==> config.mk <==
export PLATFORM = sky130hd
export DESIGN_NAME = div_issue_ctrl
export DESIGN_NICKNAME = d
export VERILOG_FILES = /design/src/rtl/div_issue_ctrl_pkg.sv /design/src/rtl/div_issue_ctrl_sign_fix.sv /design/src/rtl/div_issue_ctrl.sv
export SDC_FILE = /design/constraint.sdc
export NUM_CORES = 2
export LEC_CHECK = 0
export BUFFER_PORTS_ARGS = -buffer_cell sky130_fd_sc_hd__buf_2
export CORE_AREA = 2 2 226 317
export CTS_CLUSTER_SIZE = 12
export DETAILED_ROUTE_END_ITERATION = 10
export DIE_AREA = 0 0 228 319
export GPL_ROUTABILITY_DRIVEN = 0
export GPL_TIMING_DRIVEN = 0
export HOLD_SLACK_MARGIN = 0.08
export PLACE_DENSITY = 0.69
export SETUP_SLACK_MARGIN = 0.15
export SLEW_MARGIN = 10
export SYNTH_ARGS = -nofsm -noshare
export SYNTH_HDL_FRONTEND = slang
export SYNTH_HIERARCHICAL = 1
export SYNTH_SLANG_ARGS = --single-unit
==> constraint.sdc <==
create_clock -name clk -period 4.4 [get_ports clk]
set_input_delay 0.44 -clock clk [delete_from_list [all_inputs] [get_ports clk]]
set_output_delay 0.44 -clock clk [all_outputs]
set_load 0.03 [all_outputs]
==> src/rtl/div_issue_ctrl_pkg.sv <==
// div_issue_ctrl_pkg
// Shared definitions for the RV64M divide/remainder issue controller:
// datapath width, funct3 encodings, FSM state type, reset/zero constants
// and small decode helpers used by the controller and its sign-fix logic.
package div_issue_ctrl_pkg;

  localparam int XLEN = 64;
  localparam int WORD = 32;

  localparam logic [2:0] F3_DIV  = 3'b100;
  localparam logic [2:0] F3_DIVU = 3'b101;
  localparam logic [2:0] F3_REM  = 3'b110;
  localparam logic [2:0] F3_REMU = 3'b111;

  localparam logic            RST_ACTIVE = 1'b1;
  localparam logic [XLEN-1:0] ZERO_WORD  = '0;

  typedef enum logic [1:0] {
    ST_IDLE,
    ST_RUN,
    ST_FIX,
    ST_RESP
  } state_e;

  function automatic logic isSignedOp(input logic [2:0] f3);
    return (f3 == F3_DIV) || (f3 == F3_REM);
  endfunction

  function automatic logic isRemOp(input logic [2:0] f3);
    return (f3 == F3_REM) || (f3 == F3_REMU);
  endfunction

  // W forms only look at the low word; signed ops sign-extend it so that
  // bit 63 always carries the operand sign for the magnitude logic.
  function automatic logic [XLEN-1:0] reduceOperand(input logic [XLEN-1:0] v,
                                                    input logic            word,
                                                    input logic            sgn);
    if (!word) begin
      return v;
    end
    if (sgn) begin
      return {{(XLEN-WORD){v[WORD-1]}}, v[WORD-1:0]};
    end
    return {{(XLEN-WORD){1'b0}}, v[WORD-1:0]};
  endfunction

endpackage

==> src/rtl/div_issue_ctrl_sign_fix.sv <==
// div_sign_fix
// Purely combinational helper for the divide controller.
//   a_i, b_i       : reduced dividend / divisor (already word-reduced)
//   signed_i       : operation is DIV/REM (signed)
//   sel_rem_i      : return remainder instead of quotient
//   word_i         : W form, result sign-extended from bit 31
//   quot_i, remainder_i : unsigned core results
//   mag_a_o, mag_b_o    : unsigned magnitudes handed to the core
//   special_o      : divide-by-zero or signed overflow, result needs no core
//   result_o       : final, sign-corrected and extended result
module div_sign_fix
  import div_issue_ctrl_pkg::*;
(
  input  logic [XLEN-1:0] a_i,
  input  logic [XLEN-1:0] b_i,
  input  logic            signed_i,
  input  logic            sel_rem_i,
  input  logic            word_i,
  input  logic [XLEN-1:0] quot_i,
  input  logic [XLEN-1:0] remainder_i,
  output logic [XLEN-1:0] mag_a_o,
  output logic [XLEN-1:0] mag_b_o,
  output logic            special_o,
  output logic [XLEN-1:0] result_o
);

  logic            negA;
  logic            negB;
  logic            divZero;
  logic            overflow;
  logic [XLEN-1:0] mostNeg;
  logic [XLEN-1:0] quotFix;
  logic [XLEN-1:0] remFix;
  logic [XLEN-1:0] pick;

  // Special results bypass negation entirely: for divide-by-zero the
  // remainder is the dividend and the quotient is all ones; for overflow
  // the quotient is the dividend itself. Both are already in final form
  // apart from the W-form sign extension applied at the end.
  always_comb begin
    negA     = signed_i & a_i[XLEN-1];
    negB     = signed_i & b_i[XLEN-1];
    mag_a_o  = negA ? (ZERO_WORD - a_i) : a_i;
    mag_b_o  = negB ? (ZERO_WORD - b_i) : b_i;

    mostNeg  = word_i ? {{(XLEN-WORD+1){1'b1}}, {(WORD-1){1'b0}}}
                      : {1'b1, {(XLEN-1){1'b0}}};
    divZero  = (b_i == ZERO_WORD);
    overflow = signed_i & (a_i == mostNeg) & (b_i == {XLEN{1'b1}});
    special_o = divZero | overflow;

    if (divZero) begin
      quotFix = {XLEN{1'b1}};
      remFix  = a_i;
    end else if (overflow) begin
      quotFix = a_i;
      remFix  = ZERO_WORD;
    end else begin
      quotFix = (negA ^ negB) ? (ZERO_WORD - quot_i) : quot_i;
      remFix  = negA ? (ZERO_WORD - remainder_i) : remainder_i;
    end

    pick     = sel_rem_i ? remFix : quotFix;
    result_o = word_i ? {{(XLEN-WORD){pick[WORD-1]}}, pick[WORD-1:0]} : pick;
  end

endmodule

==> src/rtl/div_issue_ctrl.sv <==
// div_issue_ctrl
// Execute-stage requester for the RV64M divide/remainder path.
//   clk, rst               : clock, synchronous active-high reset
//   ex_valid/ex_ready      : request handshake (ex_funct3, ex_word, ex_rs1,
//                            ex_rs2, ex_rd)
//   flush                  : abort whatever is in flight
//   stall                  : high whenever an operation is in flight
//   core_start/core_abort  : launch / cancel pulses to the divider core
//   core_dividend/divisor  : unsigned magnitudes for the core
//   core_done, core_quot, core_rem : core completion and results
//   wb_valid/wb_ready      : response handshake (wb_data, wb_rd)
module div_issue_ctrl
  import div_issue_ctrl_pkg::*;
(
  input  logic            clk,
  input  logic            rst,
  input  logic            ex_valid,
  output logic            ex_ready,
  input  logic [2:0]      ex_funct3,
  input  logic            ex_word,
  input  logic [XLEN-1:0] ex_rs1,
  input  logic [XLEN-1:0] ex_rs2,
  input  logic [4:0]      ex_rd,
  input  logic            flush,
  output logic            stall,
  output logic            core_start,
  output logic [XLEN-1:0] core_dividend,
  output logic [XLEN-1:0] core_divisor,
  output logic            core_abort,
  input  logic            core_done,
  input  logic [XLEN-1:0] core_quot,
  input  logic [XLEN-1:0] core_rem,
  output logic            wb_valid,
  input  logic            wb_ready,
  output logic [XLEN-1:0] wb_data,
  output logic [4:0]      wb_rd
);

  state_e          state_q;
  logic [XLEN-1:0] opA_q;
  logic [XLEN-1:0] opB_q;
  logic [XLEN-1:0] quot_q;
  logic [XLEN-1:0] rem_q;
  logic            signed_q;
  logic            selRem_q;
  logic            word_q;
  logic [4:0]      rd_q;
  logic            ex_ready_q;
  logic            core_start_q;
  logic            core_abort_q;
  logic [XLEN-1:0] core_dividend_q;
  logic [XLEN-1:0] core_divisor_q;
  logic            wb_valid_q;
  logic [XLEN-1:0] wb_data_q;
  logic [4:0]      wb_rd_q;

  logic            exSigned;
  logic            exSelRem;
  logic [XLEN-1:0] exA;
  logic [XLEN-1:0] exB;
  logic            inFix;
  logic [XLEN-1:0] fixA;
  logic [XLEN-1:0] fixB;
  logic [XLEN-1:0] fixQuot;
  logic [XLEN-1:0] fixRem;
  logic            fixSigned;
  logic            fixSelRem;
  logic            fixWord;
  logic [XLEN-1:0] magA;
  logic [XLEN-1:0] magB;
  logic            special;
  logic [XLEN-1:0] result_d;

  // One sign-fix instance serves two purposes: in IDLE it looks at the
  // incoming request (magnitudes for the core, special-case detection and
  // the special-case result); in FIX it looks at the registered operands
  // and the captured core results.
  always_comb begin
    exSigned  = isSignedOp(ex_funct3);
    exSelRem  = isRemOp(ex_funct3);
    exA       = reduceOperand(ex_rs1, ex_word, exSigned);
    exB       = reduceOperand(ex_rs2, ex_word, exSigned);
    inFix     = (state_q == ST_FIX);
    fixA      = inFix ? opA_q    : exA;
    fixB      = inFix ? opB_q    : exB;
    fixSigned = inFix ? signed_q : exSigned;
    fixSelRem = inFix ? selRem_q : exSelRem;
    fixWord   = inFix ? word_q   : ex_word;
    fixQuot   = inFix ? quot_q   : ZERO_WORD;
    fixRem    = inFix ? rem_q    : ZERO_WORD;
  end

  div_sign_fix u_signFix (
    .a_i         (fixA),
    .b_i         (fixB),
    .signed_i    (fixSigned),
    .sel_rem_i   (fixSelRem),
    .word_i      (fixWord),
    .quot_i      (fixQuot),
    .remainder_i (fixRem),
    .mag_a_o     (magA),
    .mag_b_o     (magB),
    .special_o   (special),
    .result_o    (result_d)
  );

  // Flush overrides everything, including a coincident core_done or
  // wb_ready; the abort pulse only matters if the core is actually busy.
  always_ff @(posedge clk) begin
    if (rst == RST_ACTIVE) begin
      state_q         <= ST_IDLE;
      opA_q           <= ZERO_WORD;
      opB_q           <= ZERO_WORD;
      quot_q          <= ZERO_WORD;
      rem_q           <= ZERO_WORD;
      signed_q        <= 1'b0;
      selRem_q        <= 1'b0;
      word_q          <= 1'b0;
      rd_q            <= '0;
      ex_ready_q      <= 1'b1;
      core_start_q    <= 1'b0;
      core_abort_q    <= 1'b0;
      core_dividend_q <= ZERO_WORD;
      core_divisor_q  <= ZERO_WORD;
      wb_valid_q      <= 1'b0;
      wb_data_q       <= ZERO_WORD;
      wb_rd_q         <= '0;
    end else begin
      core_start_q <= 1'b0;
      core_abort_q <= 1'b0;
      if (flush) begin
        core_abort_q <= (state_q == ST_RUN);
        state_q      <= ST_IDLE;
        ex_ready_q   <= 1'b1;
        wb_valid_q   <= 1'b0;
      end else begin
        case (state_q)
          ST_IDLE: begin
            if (ex_valid) begin
              opA_q      <= exA;
              opB_q      <= exB;
              signed_q   <= exSigned;
              selRem_q   <= exSelRem;
              word_q     <= ex_word;
              rd_q       <= ex_rd;
              ex_ready_q <= 1'b0;
              if (special) begin
                wb_data_q  <= result_d;
                wb_rd_q    <= ex_rd;
                wb_valid_q <= 1'b1;
                state_q    <= ST_RESP;
              end else begin
                core_dividend_q <= magA;
                core_divisor_q  <= magB;
                core_start_q    <= 1'b1;
                state_q         <= ST_RUN;
              end
            end
          end
          ST_RUN: begin
            if (core_done) begin
              quot_q  <= core_quot;
              rem_q   <= core_rem;
              state_q <= ST_FIX;
            end
          end
          ST_FIX: begin
            wb_data_q  <= result_d;
            wb_rd_q    <= rd_q;
            wb_valid_q <= 1'b1;
            state_q    <= ST_RESP;
          end
          ST_RESP: begin
            if (wb_ready) begin
              wb_valid_q <= 1'b0;
              ex_ready_q <= 1'b1;
              state_q    <= ST_IDLE;
            end
          end
          default: begin
            state_q    <= ST_IDLE;
            ex_ready_q <= 1'b1;
            wb_valid_q <= 1'b0;
          end
        endcase
      end
    end
  end

  assign ex_ready      = ex_ready_q;
  assign stall         = (state_q != ST_IDLE);
  assign core_start    = core_start_q;
  assign core_abort    = core_abort_q;
  assign core_dividend = core_dividend_q;
  assign core_divisor  = core_divisor_q;
  assign wb_valid      = wb_valid_q;
  assign wb_data       = wb_data_q;
  assign wb_rd         = wb_rd_q;

endmodule

# --- Word level (Yosys, flattened, before mapping) ---
# Index checks and enable logic that the tools add are counted.
totals:
  ff_bits: 467
  input_bits: 271
  out_inout_bits: 202
  word_cells: 108
classes:
  addsub: 4
  eq_ne: 12
  muxes: 47
  bitwise_logic: 10
  reduce_logical: 18
ops:
  columns: ["cell", "n"]
  rows:
  - ["two-way mux 64 bit", 24]
  - ["subtractor 1 x 64 -> 64 bit (first input constant)", 4]
  - ["one-hot mux 64 bit (2 select lines)", 1]
  - ["equality test 64 bit", 1]
  - ["equality test 64 bit (second input constant)", 1]
  - ["logical NOT 64 bit", 1]
  - ["two-way mux 63 bit", 1]
  - ["AND reduction 3 bit", 4]
  - ["AND reduction 4 bit", 3]
  - ["two-way mux 1 bit", 11]
  - ["two-way mux 5 bit", 2]
  - ["one-hot mux 5 bit (2 select lines)", 1]
  - ["equality test 3 bit (second input constant)", 3]
  - ["two-way mux 2 bit", 4]
  - ["inequality test 2 bit (second input constant)", 4]
  - ["one-hot mux 2 bit (4 select lines)", 1]
  - ["nonzero test 2 bit", 3]
  - ["bitwise AND 1 bit", 4]
  - ["equality test 2 bit (second input constant)", 2]
  - ["NOT 1 bit", 4]
  - ["OR reduction 2 bit", 2]
  - ["OR reduction 4 bit", 1]
  - ["one-hot mux 1 bit (3 select lines)", 1]
  - ["nonzero test 3 bit", 1]
  - ["6 further kinds", 7]

# --- Depth between registers and ports, before layout ---
logic_depth:
  depth_word: 17
  ltp_mapped: 20
  mapped_depth_nobuf: 15

# --- Hierarchy ---
# Netlist, hierarchy kept.
by_module_without_submodules:
  columns: ["mod", "n_inst", "cells_each", "area_per_inst_um2", "seq_area_each_um2"]
  rows:
  - ["div_issue_ctrl", 1, 2439, 19824.0, 9349.0]
  - ["div_sign_fix", 1, 1217, 7860.0, 0.0]

# --- Worst setup path before layout ---
# Ideal clock, no wire load.
synth_timing:
  path_type: "flip-flop to flip-flop"
  start: "register state_q[0]"
  end: "register core_dividend_q[10] (netlist: core_dividend[10])"
  setup_time_ns: 0.070
  arrival_time_ns: 4.279
  required_ns: 4.330
  slack_ns: 0.051
  path_stages_with_launch: 17
  n_path_buf: 4
  period_less_slack_ns: 4.349
  path_cell_list: "dfxtp_1 inv_1 ha_1 buf_2 clkbuf_1 mux2_2 or4_4 or3_1 or4_4 nor3_4 nor2_2 clkinv_1 nand4bb_1 buf_2 clkbuf_1 nand2_1 a21oi_1"
synth_via:
  word_cells_on_any_way: 18
  cone_classes: "1 x add/sub; 3 x eq/ne; 6 x mux; 5 x bitwise; 3 x reduce/logical"
synth_rtl:
  columns: ["item", "line_no", "rtl"]
  rows:
  - ["start: declaration", "div_issue_ctrl.sv:39", "state_e state_q;"]
  - ["start signal: assignment", "div_issue_ctrl.sv:111", "state_q <= ST_IDLE;"]
  - ["start signal: assignment", "div_issue_ctrl.sv:133", "state_q <= ST_IDLE;"]
  - ["start signal: assignment", "div_issue_ctrl.sv:151", "state_q <= ST_RESP;"]
  - ["equality test 2 bit (*)", "div_issue_ctrl.sv:83", "inFix = (state_q == ST_FIX);"]
  - ["two-way mux 64 bit (*)", "div_issue_ctrl.sv:85", "fixB = inFix ? opB_q : exB;"]
  - ["net fixB[35]", "div_issue_ctrl.sv:63", "logic [XLEN-1:0] fixB;"]
  - ["equality test 64 bit", "div_issue_ctrl_sign_fix.sv:49", "overflow = signed_i & (a_i == mostNeg) & (b_i == {XLEN{1'b1}});"]
  - ["bitwise AND 1 bit", "div_issue_ctrl_sign_fix.sv:49", null]
  - ["bitwise OR 1 bit (*)", "div_issue_ctrl_sign_fix.sv:50", "special_o = divZero | overflow;"]
  - ["net special", "div_issue_ctrl.sv:71", "logic special;"]
  - ["NOT 1 bit (no line) (*)", null, null]
  - ["AND reduction 4 bit (no line) (*)", null, null]
  - ["end signal: assignment", "div_issue_ctrl.sv:153", "core_dividend_q <= magA;"]
  - ["end: declaration", "div_issue_ctrl.sv:51", "logic [XLEN-1:0] core_dividend_q;"]
# Mark *: on every way through the listed nets, which the timed path passes. The rest lies on a longest branch.
# A chain may end at the register's enable or synchronous reset.

# --- Worst setup path after layout ---
layout_timing:
  start: "register state_q[0]"
  end: "register wb_data_q[36] (netlist: wb_data[36])"
layout_via:
  word_cells_on_any_way: 36
  cone_classes: "2 x add/sub; 5 x eq/ne; 19 x mux; 6 x bitwise; 4 x reduce/logical"
layout_rtl:
  columns: ["item", "line_no", "rtl"]
  rows:
  - ["equality test 2 bit (*)", "div_issue_ctrl.sv:83", null]
  - ["two-way mux 64 bit (*)", "div_issue_ctrl.sv:85", null]
  - ["net fixB[39]", "div_issue_ctrl.sv:63", null]
  - ["equality test 64 bit", "div_issue_ctrl_sign_fix.sv:49", null]
  - ["bitwise AND 1 bit", "div_issue_ctrl_sign_fix.sv:49", null]
  - ["two-way mux 64 bit", "div_issue_ctrl_sign_fix.sv:55", "end else if (overflow) begin"]
  - ["two-way mux 64 bit", "div_issue_ctrl_sign_fix.sv:52", "if (divZero) begin"]
  - ["two-way mux 64 bit (*)", "div_issue_ctrl_sign_fix.sv:63", "pick = sel_rem_i ? remFix : quotFix;"]
  - ["two-way mux 64 bit (*)", "div_issue_ctrl_sign_fix.sv:64", "result_o = word_i ? {{(XLEN-WORD){pick[WORD-1]}}, pick[WORD-1:0]} : pick;"]
  - ["net result_d[36]", "div_issue_ctrl.sv:72", "logic [XLEN-1:0] result_d;"]
  - ["two-way mux 64 bit", "div_issue_ctrl.sv:147", "if (special) begin"]
  - ["two-way mux 64 bit", "div_issue_ctrl.sv:139", "if (ex_valid) begin"]
  - ["one-hot mux 64 bit (2 select lines) (*)", "div_issue_ctrl.sv:137", "case (state_q)"]
  - ["end signal: assignment", "div_issue_ctrl.sv:148", "wb_data_q <= result_d;"]
  - ["end signal: assignment", "div_issue_ctrl.sv:168", "wb_data_q <= result_d;"]
  - ["end: declaration", "div_issue_ctrl.sv:54", "logic [XLEN-1:0] wb_data_q;"]
# Mark *: on every way through the listed nets, which the timed path passes. The rest lies on a longest branch. The select of a mux whose other input is x is not followed.

==> results.cfg <==
[route]
routed_wl_um = 127000
antenna_left = 0
via_per_inst = 5.75
firstDrtPassIters = 8
drc = 0
vias = 31200
wl_per_cell_um = 23.4
drt_iter0_drc = 2991

[worst_setup_path]
required_ns = 4.88
startpoint_type = flop
crit_path_top_delay_cell = or4_4
r2r_cells = 19
cp_data_arrival_time_ns = 5.08
path_class = reg -> reg
crit_chain = inv_2 -> ha_4 -> buf_12 -> clkbuf_16 -> mux2_4 -> or4_4 -> or3_4 -> or4_4 -> nor3_4 -> buf_12 -> buf_8 -> nor4_4 -> a221o_2 -> nand2_4 -> buf_12 -> buf_12 -> o21ai_2 -> o211ai_1 -> a21oi_1
max_stage_delay_ns = 0.56
path_max_fanout = 8
crit_path_frequent_cell = buf_12
cp-end-kind = flop

[global_routing]
antenna_found_initial = 8
grt_overflow = 0
grtUsageTotal_pct = 32.0
grt_first_pass_wirelength_um = 178000
grt_pass1_vias = 29600
grt_max_degree = 13

[synthesis]
yosysSeqAreaShare_pct = 33.8
async_reset_ff_share_pct = 0
ys_types = 85
syn_avg_cell_area_um2 = 7.57
synth_edf_count = 0
synth_cells = 3656
yosysWarnings = 6
mappedNetlistArea_um2 = 27700
syn_nets = 3936
synthFlopType = dfxtp_1
ys_ff_latch = 467

[cts]
clockRootBuffer = clkbuf_16
htreeDepth = 2
numCtsBuffers = 48
clkTransAtPathRegs_ns = 0.06
clock_path_buffers = 3
cts_tree = built
clk-insertion-delay-late_ns = 0.64
cts_num_sinks = 467

[die]
rows = 115
fp.dieH_um = 319
die-area_um2 = 72700
start_util_pct = 39.6
io_pins = 473
core_area_um2 = 69900
die_x_um = 228

[place]
port-buffer-count = 469
hpwl_um = 94500
dp.cells = 5061
place_ws_ns = -1.80

[final_layout]
nNetsFinal = 4752
drive_above_1_share_pct = 28.8
fin_util_pct = 54.7
fin_cells = 5432
area_growth_pct = 38.2
fillers = 6604

[flow_run]
drv_cap = 0

[power_and_ir_drop]
vdd_drop_max_v = 0.000295
powerDensity_nw_per_um2 = 271
finalPower_mw = 10.4
power_leakage_nw = 15.6

[sta]
max_freq_ghz = 0.217
finClkSkew_ns = 0.0320
period_share_pct = 105
fin_tns_setup_ns = -4.38
tightest_slew_ns = 1.29
drv_slew = 0
layout_setup_ws_ns = -0.200
finalCriticalPeriod_ns = 4.60
finalHoldViolations = 0
rsz0062_at_grt = true
maxSlewHeadroom_pct = 14.3
setup_viol = 35

[status]
status = complete, but fails checks
violations = negative setup slack

[worst_hold_path]
hold_path.class = in -> reg
hold_depth = 3
cell type report:
class	instances	area (um^2)	share of cell area, %
sequential	467	9350	24.4
antenna	4	10.0	0.0262
clock inverter	8	103	0.268
multi-input combinational	2795	18000	47.1
inverter	98	373	0.975
tap	936	1170	3.06
clock buffer	62	1400	3.65
buffer	291	2060	5.39
timing repair buffer	771	5770	15.1
layout by cell type (no fill, tap or decap), types with 14 or more instances in the layout:
| cell | n |
|---|---|
| buf_1 | 15 |
| nand2_1 | 699 |
| nand4_1 | 45 |
| a21oi_2 | 14 |
| or4_4 | 18 |
| nor4_1 | 22 |
| buf_8 | 23 |
| clkbuf_16 | 80 |
| buf_12 | 34 |
| xnor2_1 | 119 |
| a31oi_1 | 25 |
| a221oi_1 | 16 |
| mux2_2 | 82 |
| a21oi_1 | 477 |
| o211ai_1 | 64 |
| dfxtp_1 | 465 |
| clkbuf_1 | 137 |
| inv_1 | 93 |
| dlygate4sd3_1 | 136 |
| nor2_4 | 23 |
| o31ai_1 | 38 |
| and2_1 | 136 |
| or3_1 | 21 |
| buf_2 | 511 |
| o21ai_0 | 201 |
| nor3_1 | 37 |
| buf_4 | 111 |
| nand3_1 | 80 |
| xor2_1 | 124 |
| buf_6 | 42 |
| nor2_1 | 103 |
| nand2_2 | 36 |
| nor4_4 | 19 |
| o21ai_2 | 29 |
| mux2_4 | 42 |
| o41ai_1 | 22 |
| clkbuf_8 | 14 |
| o21ba_2 | 65 |
power by group:
group / switching (mW) / internal (mW)
Combinational: 1.11 / 0.717
Sequential: 0.0732 / 4.38
Clock: 1.78 / 2.31
Total: 2.96 / 7.41
synthesized netlist by cell type (all sizes together) (4+ instances only):
library cell | n | area share (%)
or2 | 6 | 0.14
o41ai | 24 | 0.76
inv | 97 | 1.3
ha | 9 | 0.41
a221oi | 30 | 0.95
o221ai | 18 | 0.57
xor2 | 125 | 4.0
and2 | 137 | 3.1
a221o | 7 | 0.25
or3 | 26 | 0.61
nor2b | 15 | 0.34
mux2 | 130 | 5.3
nand2 | 743 | 10
clkbuf | 178 | 2.4
nand2b | 13 | 0.29
o211ai | 64 | 1.7
nor2 | 138 | 1.9
xnor2 | 119 | 3.8
buf | 118 | 2.5
nand4 | 45 | 1.0
nor3 | 51 | 1.0
o21ba | 65 | 2.4
o21ai | 232 | 4.6
a22oi | 11 | 0.30
o31ai | 44 | 1.3
o211a | 5 | 0.18
a21oi | 492 | 8.9
or4 | 25 | 0.77
nand3 | 85 | 1.5
a31oi | 25 | 0.56
nand4b | 12 | 0.42
dfxtp | 467 | 34
and3 | 9 | 0.20
nand3b | 4 | 0.11
nor4 | 49 | 1.3
worst max-delay path: cells and delay by family (launching register included):
kind / cells / cell delay [ns]
AO/OA/AOI/OAI: 4 / 0.78
adder cells (fa/ha/maj): 1 / 0.20
multiplexers: 1 / 0.31
buffers and inverters: 7 / 0.91
flip-flops: 1 / 0.32
AND/OR/NAND/NOR: 6 / 1.93
flip-flops by register name, summed over array words and instances (netlist names), 2 cells and up:
| name | flops |
|---|---|
| opB_q | 64 |
| state_q | 2 |
| opA_q | 64 |
| wb_rd | 5 |
| wb_data | 64 |
| rd_q | 5 |
| rem_q | 64 |
| core_divisor | 64 |
| quot_q | 64 |
| core_dividend | 64 |
worst paths after layout:
path	from	to	slack [ns]
worst max-delay path	state_q[0]	wb_data[36]	-0.20
worst min-delay path	core_quot[56]	quot_q[56]	0.09
worst max register to register	state_q[0]	wb_data[36]	-0.20
worst min register to register	quot_q[3]	quot_q[3]	0.45
repair_timing:
| item | 4_1_cts | 5_1_grt |
|---|---|---|
| hold buffers | 136 | 0 |
| endpoints found under the hold margin | 136 | 0 |
| gates resized for setup | 220 | 394 |
| gates cloned | 6 | 31 |
| endpoints found under the setup margin | 200 | 192 |
| buffers inserted | 61 | 68 |
| pin swaps | 31 | 112 |
kinds of logic after synthesis:
group / synth area share (%)
AO/OA/AOI/OAI: 23.2
XOR/XNOR: 7.72
adder cells (fa/ha/maj): 0.407
buffers and inverters: 6.27
flip-flops: 33.8
multiplexers: 5.32
AND/OR/NAND/NOR: 23.3
metal layers:
layer,share of wire (%),GRT usage [%]
met1,35,34.2
met2,48,56.6
met5,0.049,0
met4,9.2,22.9
met3,8.0,5.54
through the flow:
stage | cell area [um^2] | hold WS (ns)
after floorplan | 27700 | 0.432
after global placement | 31200 | 0.438
after detailed placement | 31200 | 0.443
after CTS | 35600 | 0.0806
after global routing | 38200 | 0.0838
final | 38300 | 0.0864
Note: power is estimated with default switching activity, not from simulation.
